--- src/rtl/tdo_drive_pkg.sv ---
// Shared executor definitions for the TDO drive path: FSM encoding, default widths, byte-count helper.
// No logic of its own; imported by tdo_drive and tdo_drive_fetch.
package tdo_drive_pkg;

  localparam int ADDR_W_DEF = 16;
  localparam int LEN_W_DEF  = 16;

  typedef enum logic [1:0] {
    ST_IDLE,
    ST_FETCH,
    ST_SHIFT,
    ST_DONE
  } state_e;

  // Number of drive-RAM bytes covering len bits, i.e. ceil(len/8).
  function automatic logic [31:0] bytes_needed(input logic [31:0] len);
    return (len + 32'd7) >> 3;
  endfunction

endpackage

--- src/rtl/tdo_drive_fetch.sv ---
// Drive-RAM byte fetcher with a one-byte prefetch buffer; an ack fills the buffer in the same cycle it can be consumed.
// Holds ram_req/a_ram until ram_ack; stalls prefetch while the buffer is full, drops any request on abort.
module tdo_drive_fetch
  import tdo_drive_pkg::*;
#(
  parameter int ADDR_W = ADDR_W_DEF,
  parameter int LEN_W  = LEN_W_DEF
) (
  input  logic              master_clk,
  input  logic              reset_cpu,
  input  logic              launch,
  input  logic              in_shift,
  input  logic              abort,
  input  logic              consume,
  input  logic [LEN_W-1:0]  nbytes,
  input  logic              ram_ack,
  input  logic [7:0]        d_ram_drv,
  output logic              ram_req,
  output logic [ADDR_W-1:0] a_ram,
  output logic              buf_valid,
  output logic [7:0]        buf_data
);

  logic              req_q, req_d;
  logic [ADDR_W-1:0] addr_q, addr_d;
  logic              vld_q, vld_d;
  logic [7:0]        dat_q, dat_d;
  logic              ack_ok;
  logic              fill;
  logic              more;

  always_comb begin
    req_d  = req_q;
    addr_d = addr_q;
    vld_d  = vld_q;
    dat_d  = dat_q;
    ack_ok = ram_ack && req_q;
    fill   = ack_ok && in_shift;
    more   = (32'(addr_q) + 32'd1) < 32'(nbytes);

    if (launch) begin
      req_d  = 1'b1;
      addr_d = '0;
      vld_d  = 1'b0;
    end else if (abort) begin
      req_d = 1'b0;
      vld_d = 1'b0;
    end else begin
      if (ack_ok) req_d = 1'b0;
      if (fill) begin
        vld_d = 1'b1;
        dat_d = d_ram_drv;
      end
      // A fill and a consume in the same cycle hand the acked byte straight to the shifter.
      if (consume) vld_d = 1'b0;
      if (in_shift && !req_q && !vld_q && more) begin
        req_d  = 1'b1;
        addr_d = addr_q + 1'b1;
      end
    end
  end

  always_ff @(posedge master_clk or negedge reset_cpu) begin
    if (!reset_cpu) begin
      req_q  <= 1'b0;
      addr_q <= '0;
      vld_q  <= 1'b0;
      dat_q  <= '0;
    end else begin
      req_q  <= req_d;
      addr_q <= addr_d;
      vld_q  <= vld_d;
      dat_q  <= dat_d;
    end
  end

  assign ram_req   = req_q;
  assign a_ram     = addr_q;
  assign buf_valid = vld_q | fill;
  assign buf_data  = fill ? d_ram_drv : dat_q;

endmodule

--- src/rtl/tdo_drive.sv ---
// Serializes drive-RAM bytes onto TDO, one bit per tck_tick; first bit appears the cycle after the first ram_ack.
// Starts are ignored while busy; a byte missing at a boundary aborts with sticky underrun. TDO_DRIVE_LAST_BIT_EN adds last_bit.
module tdo_drive
  import tdo_drive_pkg::*;
#(
  parameter int ADDR_W    = ADDR_W_DEF,
  parameter int LEN_W     = LEN_W_DEF,
  parameter bit LSB_FIRST = 1'b1
) (
  input  logic              master_clk,
  input  logic              reset_cpu,
  input  logic              tck_tick,
  input  logic              start,
  input  logic [LEN_W-1:0]  length,
  output logic              ram_req,
  output logic [ADDR_W-1:0] a_ram,
  input  logic              ram_ack,
  input  logic [7:0]        d_ram_drv,
  output logic              tdo,
  output logic              tdo_en,
  output logic [2:0]        dmux_sel,
`ifdef TDO_DRIVE_LAST_BIT_EN
  output logic              last_bit,
`endif
  output logic              busy,
  output logic              done,
  output logic              underrun
);

  state_e           state_q, state_d;
  logic [LEN_W-1:0] len_q, len_d;
  logic [LEN_W-1:0] cnt_q, cnt_d;
  logic [7:0]       shreg_q, shreg_d;
  logic [2:0]       sel_q, sel_d;
  logic             underrun_q, underrun_d;

  logic             launch;
  logic             abort;
  logic             consume;
  logic [LEN_W-1:0] nbytes;
  logic [LEN_W-1:0] cnt_inc;
  logic             buf_valid;
  logic [7:0]       buf_data;
  logic [2:0]       bit_idx;

  assign nbytes  = LEN_W'(bytes_needed(32'(len_q)));
  assign cnt_inc = cnt_q + 1'b1;

  tdo_drive_fetch #(
    .ADDR_W (ADDR_W),
    .LEN_W  (LEN_W)
  ) u_fetch (
    .master_clk (master_clk),
    .reset_cpu  (reset_cpu),
    .launch     (launch),
    .in_shift   (state_q == ST_SHIFT),
    .abort      (abort),
    .consume    (consume),
    .nbytes     (nbytes),
    .ram_ack    (ram_ack),
    .d_ram_drv  (d_ram_drv),
    .ram_req    (ram_req),
    .a_ram      (a_ram),
    .buf_valid  (buf_valid),
    .buf_data   (buf_data)
  );

  always_comb begin
    state_d    = state_q;
    len_d      = len_q;
    cnt_d      = cnt_q;
    shreg_d    = shreg_q;
    sel_d      = sel_q;
    underrun_d = underrun_q;
    launch     = 1'b0;
    abort      = 1'b0;
    consume    = 1'b0;

    case (state_q)
      ST_IDLE: begin
        if (start) begin
          len_d      = length;
          cnt_d      = '0;
          sel_d      = '0;
          underrun_d = 1'b0;
          if (length != '0) begin
            launch  = 1'b1;
            state_d = ST_FETCH;
          end else begin
            state_d = ST_DONE;
          end
        end
      end
      ST_FETCH: begin
        if (ram_ack) begin
          shreg_d = d_ram_drv;
          state_d = ST_SHIFT;
        end
      end
      ST_SHIFT: begin
        if (tck_tick) begin
          cnt_d = cnt_inc;
          if (cnt_inc == len_q) begin
            abort   = 1'b1;
            state_d = ST_DONE;
          end else if (sel_q == 3'd7) begin
            if (buf_valid) begin
              shreg_d = buf_data;
              consume = 1'b1;
              sel_d   = '0;
            end else begin
              underrun_d = 1'b1;
              abort      = 1'b1;
              state_d    = ST_DONE;
            end
          end else begin
            sel_d = sel_q + 1'b1;
          end
        end
      end
      ST_DONE: state_d = ST_IDLE;
      default: state_d = ST_IDLE;
    endcase
  end

  always_ff @(posedge master_clk or negedge reset_cpu) begin
    if (!reset_cpu) begin
      state_q    <= ST_IDLE;
      len_q      <= '0;
      cnt_q      <= '0;
      shreg_q    <= '0;
      sel_q      <= '0;
      underrun_q <= 1'b0;
    end else begin
      state_q    <= state_d;
      len_q      <= len_d;
      cnt_q      <= cnt_d;
      shreg_q    <= shreg_d;
      sel_q      <= sel_d;
      underrun_q <= underrun_d;
    end
  end

  assign bit_idx  = LSB_FIRST ? sel_q : (3'd7 - sel_q);
  assign tdo_en   = (state_q == ST_SHIFT);
  assign tdo      = tdo_en ? shreg_q[bit_idx] : 1'b1;
  assign dmux_sel = sel_q;
  assign busy     = (state_q != ST_IDLE);
  assign done     = (state_q == ST_DONE);
  assign underrun = underrun_q;
`ifdef TDO_DRIVE_LAST_BIT_EN
  // The bit on tdo is number cnt_q+1 of the scan.
  assign last_bit = tdo_en && (cnt_inc == len_q);
`endif

endmodule
--- config.mk ---
export PLATFORM = sky130hd
export DESIGN_NAME = tdo_drive
export DESIGN_NICKNAME = d
export VERILOG_FILES = /design/src/rtl/tdo_drive_pkg.sv /design/src/rtl/tdo_drive_fetch.sv /design/src/rtl/tdo_drive.sv
export SDC_FILE = /design/constraint.sdc
export NUM_CORES = 1
export LEC_CHECK = 0
export ABC_CLOCK_PERIOD_IN_PS = 4200
export BUFFER_PORTS_ARGS = -buffer_cell sky130_fd_sc_hd__buf_2
export CAP_MARGIN = 20
export CORE_MARGIN = 5
export CORE_UTILIZATION = 35
export DETAILED_ROUTE_END_ITERATION = 6
export SLEW_MARGIN = 20
export SYNTH_ARGS = -nofsm -noshare
export SYNTH_HDL_FRONTEND = slang
export SYNTH_SLANG_ARGS = --single-unit
export TNS_END_PERCENT = 100
--- constraint.sdc ---
create_clock -name master_clk -period 4.2 [get_ports master_clk]
set_clock_uncertainty 0.2 [all_clocks]
set_input_delay 0.21 -clock master_clk [delete_from_list [all_inputs] [get_ports master_clk]]
set_output_delay 0.21 -clock master_clk [all_outputs]
set_load 0.05 [all_outputs]
Word level (Yosys, flattened, before mapping)

Index checks and enable logic that the tools add are counted.

Register bits after elaboration: 72
Output and inout port bits: 25
Logic and storage cells: 116

Reductions and logical operators: 23
Magnitude comparators: 2
Equal/unequal tests: 16
Multiplexer cells: 57
Bitwise gates (word level): 3
Add/subtract/negate cells: 5

Operators by type and width:

| cell                                                                          | number |
|---|---|
| 16-bit two-way mux                                                            | 5 |
| 8-bit two-way mux                                                             | 6 |
| 16-bit by 1-bit adder with 16-bit output (second input constant)              | 2 |
| 32-bit by 14-bit less-than comparator with 1-bit output                       | 1 |
| 16-bit case mux with 2 select lines                                           | 1 |
| 1-bit two-way mux                                                             | 28 |
| 16-bit by 1-bit adder with 17-bit output (second input constant)              | 1 |
| 16-bit by 3-bit adder with 17-bit output (second input constant)              | 1 |
| 16-bit equality test                                                          | 1 |
| 8-bit case mux with 2 select lines                                            | 1 |
| 16-bit nonzero test                                                           | 1 |
| 3-bit two-way mux                                                             | 5 |
| 2-bit two-way mux                                                             | 7 |
| 2-bit != test (second input constant)                                         | 6 |
| 6-bit AND reduction                                                           | 2 |
| 5-bit AND reduction                                                           | 2 |
| 2-bit case mux with 4 select lines                                            | 1 |
| 2-bit nonzero test                                                            | 4 |
| 4-bit nonzero test                                                            | 2 |
| 3-bit case mux with 2 select lines                                            | 1 |
| 2-bit AND reduction                                                           | 3 |
| 1-bit logical AND                                                             | 5 |
| 2-bit equality test (second input constant)                                   | 2 |
| 3-bit by 4-bit less-than comparator with 1-bit output (second input constant) | 1 |
| 14 further kinds                                                              | 17 |

Depth between registers and ports, before layout

Word-level depth: 11
Gate-level depth with buffers: 17
Depth with buffers taken out: 16

By module

Synthesis repeated with hierarchy kept, for this count alone.

Cells, all modules: 538
Area total of the unflattened synthesis: 5161.2 um^2

Modules (own cells, without submodules):

| module          | instances | area an instance (um^2) | cells an instance |
|---|---|---|---|
| tdo_drive       | 1         | 3194.3                  | 338 |
| tdo_drive_fetch | 1         | 1966.9                  | 200 |

Worst setup path before layout

No wires, ideal clock.

Path kind: register to register
Start: register u_fetch.addr_q[0], in the netlist u_fetch.a_ram[0]
End: register u_fetch.addr_q[6], in the netlist u_fetch.a_ram[6]
Buffers on the path: 1
Setup slack: -37 ps
Required time: 3922 ps
Cell stages (with the launch flop): 17
Setup time: 78 ps
Data arrival time: 3959 ps
Cells stage by stage: dfrtp_1 ha_1 nand3_1 nor3_1 nand3_1 or2_2 xnor2_1 ha_1 a22oi_1 nand3b_1 nor4_1 o211ai_1 a41oi_1 o21ai_1 buf_2 or3_1 a21oi_1

Longest elaborated chain between the ends: 5

Ends and longest elaborated chain:

| what                                                    | RTL line              | text |
|---|---|---|
| start: declaration                                      | tdo_drive_fetch.sv:25 | `logic [ADDR_W-1:0] addr_q, addr_d;` |
| start signal: assignment                                | tdo_drive_fetch.sv:71 | `addr_q <= addr_d;` |
| 16-bit by 1-bit adder with 17-bit output                | tdo_drive_fetch.sv:39 | `more = (32'(addr_q) + 32'd1) < 32'(nbytes);` |
| 32-bit by 14-bit less-than comparator with 1-bit output | tdo_drive_fetch.sv:39 |  |
| 1-bit logical AND                                       | tdo_drive_fetch.sv:56 | `if (in_shift && !req_q && !vld_q && more) begin` |
| 2-bit nonzero test (no line)                            | --                    |  |
| 2-bit AND reduction (no line)                           | --                    |  |

Parallel ways exist; a longest one is shown, timed or not. The select of a mux whose other input is x is not followed.
A chain may end at the register's enable or synchronous reset.

Worst setup path after layout

Start: register len_q[3]
End: register u_fetch.addr_q[10], in the netlist u_fetch.a_ram[10]

Longest elaborated chain between the ends: 6

Ends and longest elaborated chain:

| what                                                                                                            | RTL line         | text |
|---|---|---|
| start: declaration                                                                                              | tdo_drive.sv:31  | `logic [LEN_W-1:0] len_q, len_d;` |
| start signal: assignment                                                                                        | tdo_drive.sv:136 | `len_q <= len_d;` |
| parallel branches: the longest is 5 deep, another holds 32-bit by 14-bit less-than comparator with 1-bit output | --               |  |
| 2-bit AND reduction (no line) (*)                                                                               | --               |  |

Mark *: on every way between the ends.

==> results by group <==
Floorplan
  – Die H: 128.3 um
  – Row count: 43
  – Initial core utilization: 35.44%
  – Die area: 16460 um2
  – Core area: 13830 um2
  – Die W: 128.3 um
  – # IOs: 54

Timing
  – Worst-margin pin slew: 798.1 ps
  – Final period util: 93.30%
  – Min cycle time layout: 3919 ps
  – Count of pins over their slew limit: 0
  – Slew headroom: 46.60%
  – Setup WS post-layout: 281.5 ps
  – Final Hold Viols: 0
  – Endpoints failing setup: 0
  – F_max: 0.2552 GHz

Power and ir drop
  – Leak: 2.609 nW
  – PD cells: 572.7 nW/um2
  – Comb pwr share: 42.8%
  – Max VDD drop: 0.0003200 V
  – Overall power: 3.419 mW
  – Clock share of power: 23.8%
  – Sequential power share: 33.4%
  – Net Sw Power: 1.360 mW
  – Net Sw Frac: 39.77%
  – Int Power: 2.059 mW

Min path
  – Worst Hold Class: input port to register
  – WHS Path Cells: 4
  – HP Start: tck_tick
  – Hold EP: u_fetch.vld_q$_DFFE_PN0P_

Detailed routing
  – Drt drc: 0
  – DRT antenna net count: 0
  – Via count: 4230
  – DRT Pass-1 Iters: 4
  – Drt via density: 5.458
  – WL/cell: 16.30 um
  – Drt initial violations: 248
  – DRT Wirelength: 12.64 mm

Synth
  – Number of synthesized flops with an enable pin: 0
  – Main combinational cell family by area after synthesis: simple AND/OR/NAND/NOR gates
  – Seq/Total Area, Yosys: 36.77%
  – Top post-synthesis cells by area: dfrtp_1 (37%), ha_1 (5.6%), xnor2_1 (5.4%)
  – Post-synthesis cell area: 4900 um2
  – Avg Cell Area, Syn: 9.588 um2
  – Proportion of synthesized area in mux cells: 9.091%
  – Synthesized flop and latch total: 72
  – Post-Synth XOR/XNOR Area: 8.912%
  – Post-Synth Adder-Cell Area: 5.822%
  – Yosys warns: 0
  – Yosys cell types: 74
  – Asr flop ratio synth: 100.0%
  – Area share of the largest cell type after synthesis: 36.77%
  – Syn Inst Count: 511
  – Mapped Nets: 562
  – Compound-Gate Fraction of Synth Area: 15.88%
  – Cell taking the most area after synthesis: dfrtp_1
  – Ys flop type: dfrtp_1
  – Post-Synth Simple-Gate Area: 20.28%

Finish
  – Storage cell area: 1804 um2
  – Final #Nets: 641
  – Share of cells above drive strength 1: 21.68%
  – Area of the multi-input gates: 2959 um2
  – FILL cells: 1328
  – Diode count: 0
  – Cell area after layout: 5969 um2
  – Final Core Density: 43.17%
  – Layout area overhead: 21.83%

Clock network
  – Clock Latency Late Sink: 330 ps
  – Root buffer cell: clkbuf_16
  – Clk sinks: 72
  – H-tree levels: 3
  – CTS tree: built
  – Clock Pin Slew Worst Setup and Hold Paths: 60 ps
  – Num CTS Buffers: 9
  – Maximum clock insertion buffer count: 2

GRT
  – Initial antenna violation count: 0
  – Maximum number of pins on one net before global-route repair: 43
  – Total grt overflow: 0
  – First-pass GRT wire length: 21.13 mm
  – Tot GR Track Use: 15.74%
  – Vias in the first global route: 4177

Flow run
  – Max Cap Viol: 0

Critical path
  – CP endpoint kind: register
  – CP peak stage delay: 410 ps
  – Startpoint Class: register
  – R2R cell count: 16
  – Data required, critical path: 4260 ps
  – Critical-path top delay cell: dfrtp_1
  – Crit path kind: register to register
  – Reg-to-reg startpoint: len_q[3]$_DFFE_PN0P_
  – Crit Path Max Fanout: 21
  – FF-to-FF End: u_fetch.a_ram[10]$_DFFE_PN0P_
  – Crit-path cells: o31a_1 -> and3_1 -> nand4_1 -> nor2_2 -> and4_1 -> nand4_1 -> ha_1 -> a22oi_1 -> nand3b_1 -> nor4_2 -> o211ai_1 -> a41oi_1 -> o21ai_1 -> buf_4 -> or3_1 -> a21oi_1
  – Setup slack, reg-to-reg: 280 ps
  – WP data arrival: 3980 ps
  – Most frequent CP cell: nand4_1
  – Worst setup path start: len_q[3]$_DFFE_PN0P_
  – Worst path buffer plus inverter count: 1
  – Delay-heaviest family, CP: simple AND/OR/NAND/NOR gates

Place
  – Post-place instance area: 5350 um2
  – Port Buffers: 53
  – DP HPWL: 9.212 mm
  – Pre-CTS setup slack: 178.0 ps
  – Placer's final routability congestion estimate: 0.8407

Status
  – Run status: completed
## registers in the layout, indices dropped and copies added, names as in the netlist
register,cells
cnt_q,16
dmux_sel,3
len_q,16
shreg_q,8
state_q,2
u_fetch.a_ram,16
u_fetch.dat_q,8
u_fetch.ram_req,1
u_fetch.vld_q,1
underrun,1
## cell families (layout without fill, tap and decap cells)
family                   Yosys count  after routing
buffers and inverters             35            119
multiplexers                      36             36
adder cells (fa/ha/maj)           23             23
flip-flops                        72             72
XOR/XNOR                          49             49
AO/OA/AOI/OAI                    112            112
AND/OR/NAND/NOR                  184            184
## worst max-delay path by stage
stage                                    end  slack (ps)  depth (start not counted)
4_1_cts        u_fetch.a_ram[10]$_DFFE_PN0P_         150                         16
5_1_grt         u_fetch.a_ram[4]$_DFFE_PN0P_         -30                         16
6_report       u_fetch.a_ram[10]$_DFFE_PN0P_         280                         16
2_1_floorplan   u_fetch.a_ram[6]$_DFFE_PN0P_         130                         15
3_3_place_gp    u_fetch.a_ram[4]$_DFFE_PN0P_         370                         16
3_5_place_dp   u_fetch.a_ram[10]$_DFFE_PN0P_         180                         16
## per-stage QoR
step | hold WS [ps] | instances | setup TNS (ps)
after detailed placement | 223.9 | 730 | 0
after floorplan | -285.6 | 511 | 0
after global routing | 248.9 | 775 | -115.9
after global placement | 202.7 | 730 | 0
after CTS | 170.1 | 772 | 0
final | 188.4 | 775 | 0
## worst min-delay path, stage by stage
cell and delay (ps):
buf_2 120, nand2_1 140, a21oi_1 150, nor3_1 50
## power groups by stage
| stage | logic (mW) | clock network (mW) | registers, mW |
|---|---|---|---|
| after floorplan | 1.09 | 0 | 1.13 |
| after global placement | 1.39 | 0 | 1.14 |
| after detailed placement | 1.43 | 0 | 1.15 |
| after CTS | 1.46 | 0.839 | 1.14 |
| after global routing | 1.61 | 0.864 | 1.18 |
| final | 1.46 | 0.814 | 1.14 |
## cell type report
type	count	share of cell area, %
Multi-Input combinational cell	404	49.57
Sequential cell	72	30.22
Timing Repair Buffer	92	10.48
Clock buffer	11	3.899
Tap cell	180	3.773
Clock inverter	5	1.362
Inverter	11	0.6917
## synthesized netlist by cell type (3+ instances only)
master    count
o211ai_1      7
and3_1       12
mux2_2       16
mux2i_1      10
nand2b_1      4
or2_2         5
and4_1        3
nor4_1        7
nand4_1      11
buf_2         7
o31ai_1       6
a21oi_1      23
and2_1        7
dfrtp_1      72
or3_1         6
nor2b_1       4
mux2_4        8
or4_1         5
o21a_1        3
nor3_1        9
o21ai_0      30
buf_1         3
xor2_1       18
inv_1        11
ha_1         22
nor2_1       30
o221ai_1      8
xnor2_1      30
nand2_1      46
nand3_1      21
clkbuf_1     11
## placed cells by master, fill, tap and decap left out, types with 7 or more instances in the layout
cell type and count:
nand3_1 21, mux2i_1 10, clkbuf_16 9, nor3_1 8, nor2_1 29, xnor2_1 30, ha_1 22, o21ai_0 29
inv_1 11, nand2_1 46, and3_1 12, xor2_1 18, a21oi_1 23, nand4_1 11, buf_4 14, o221ai_1 8
mux2_4 8, buf_2 52, mux2_2 16, and2_1 7, dfrtp_1 70, o211ai_1 7, dlygate4sd3_1 26
## layer usage
metal / wire length, um / global-route usage, % / vias to the layer above
met2: 6099 / 26.45 / 102
met5: 0 / 0 / -
met1: 5766 / 21.12 / 2066
met3: 556 / 2.500 / 19
met4: 214 / 4.182 / 0
li1: - / - / 2043
## what timing repair did
item | in CTS | in global routing
endpoints found under the hold margin | 66 | 0
hold buffers | 26 | 0
buffers inserted | 0 | 3
setup endpoints to repair | 0 | 9
gates resized for setup | 0 | 4
Note: power is estimated with default switching activity, not from simulation.
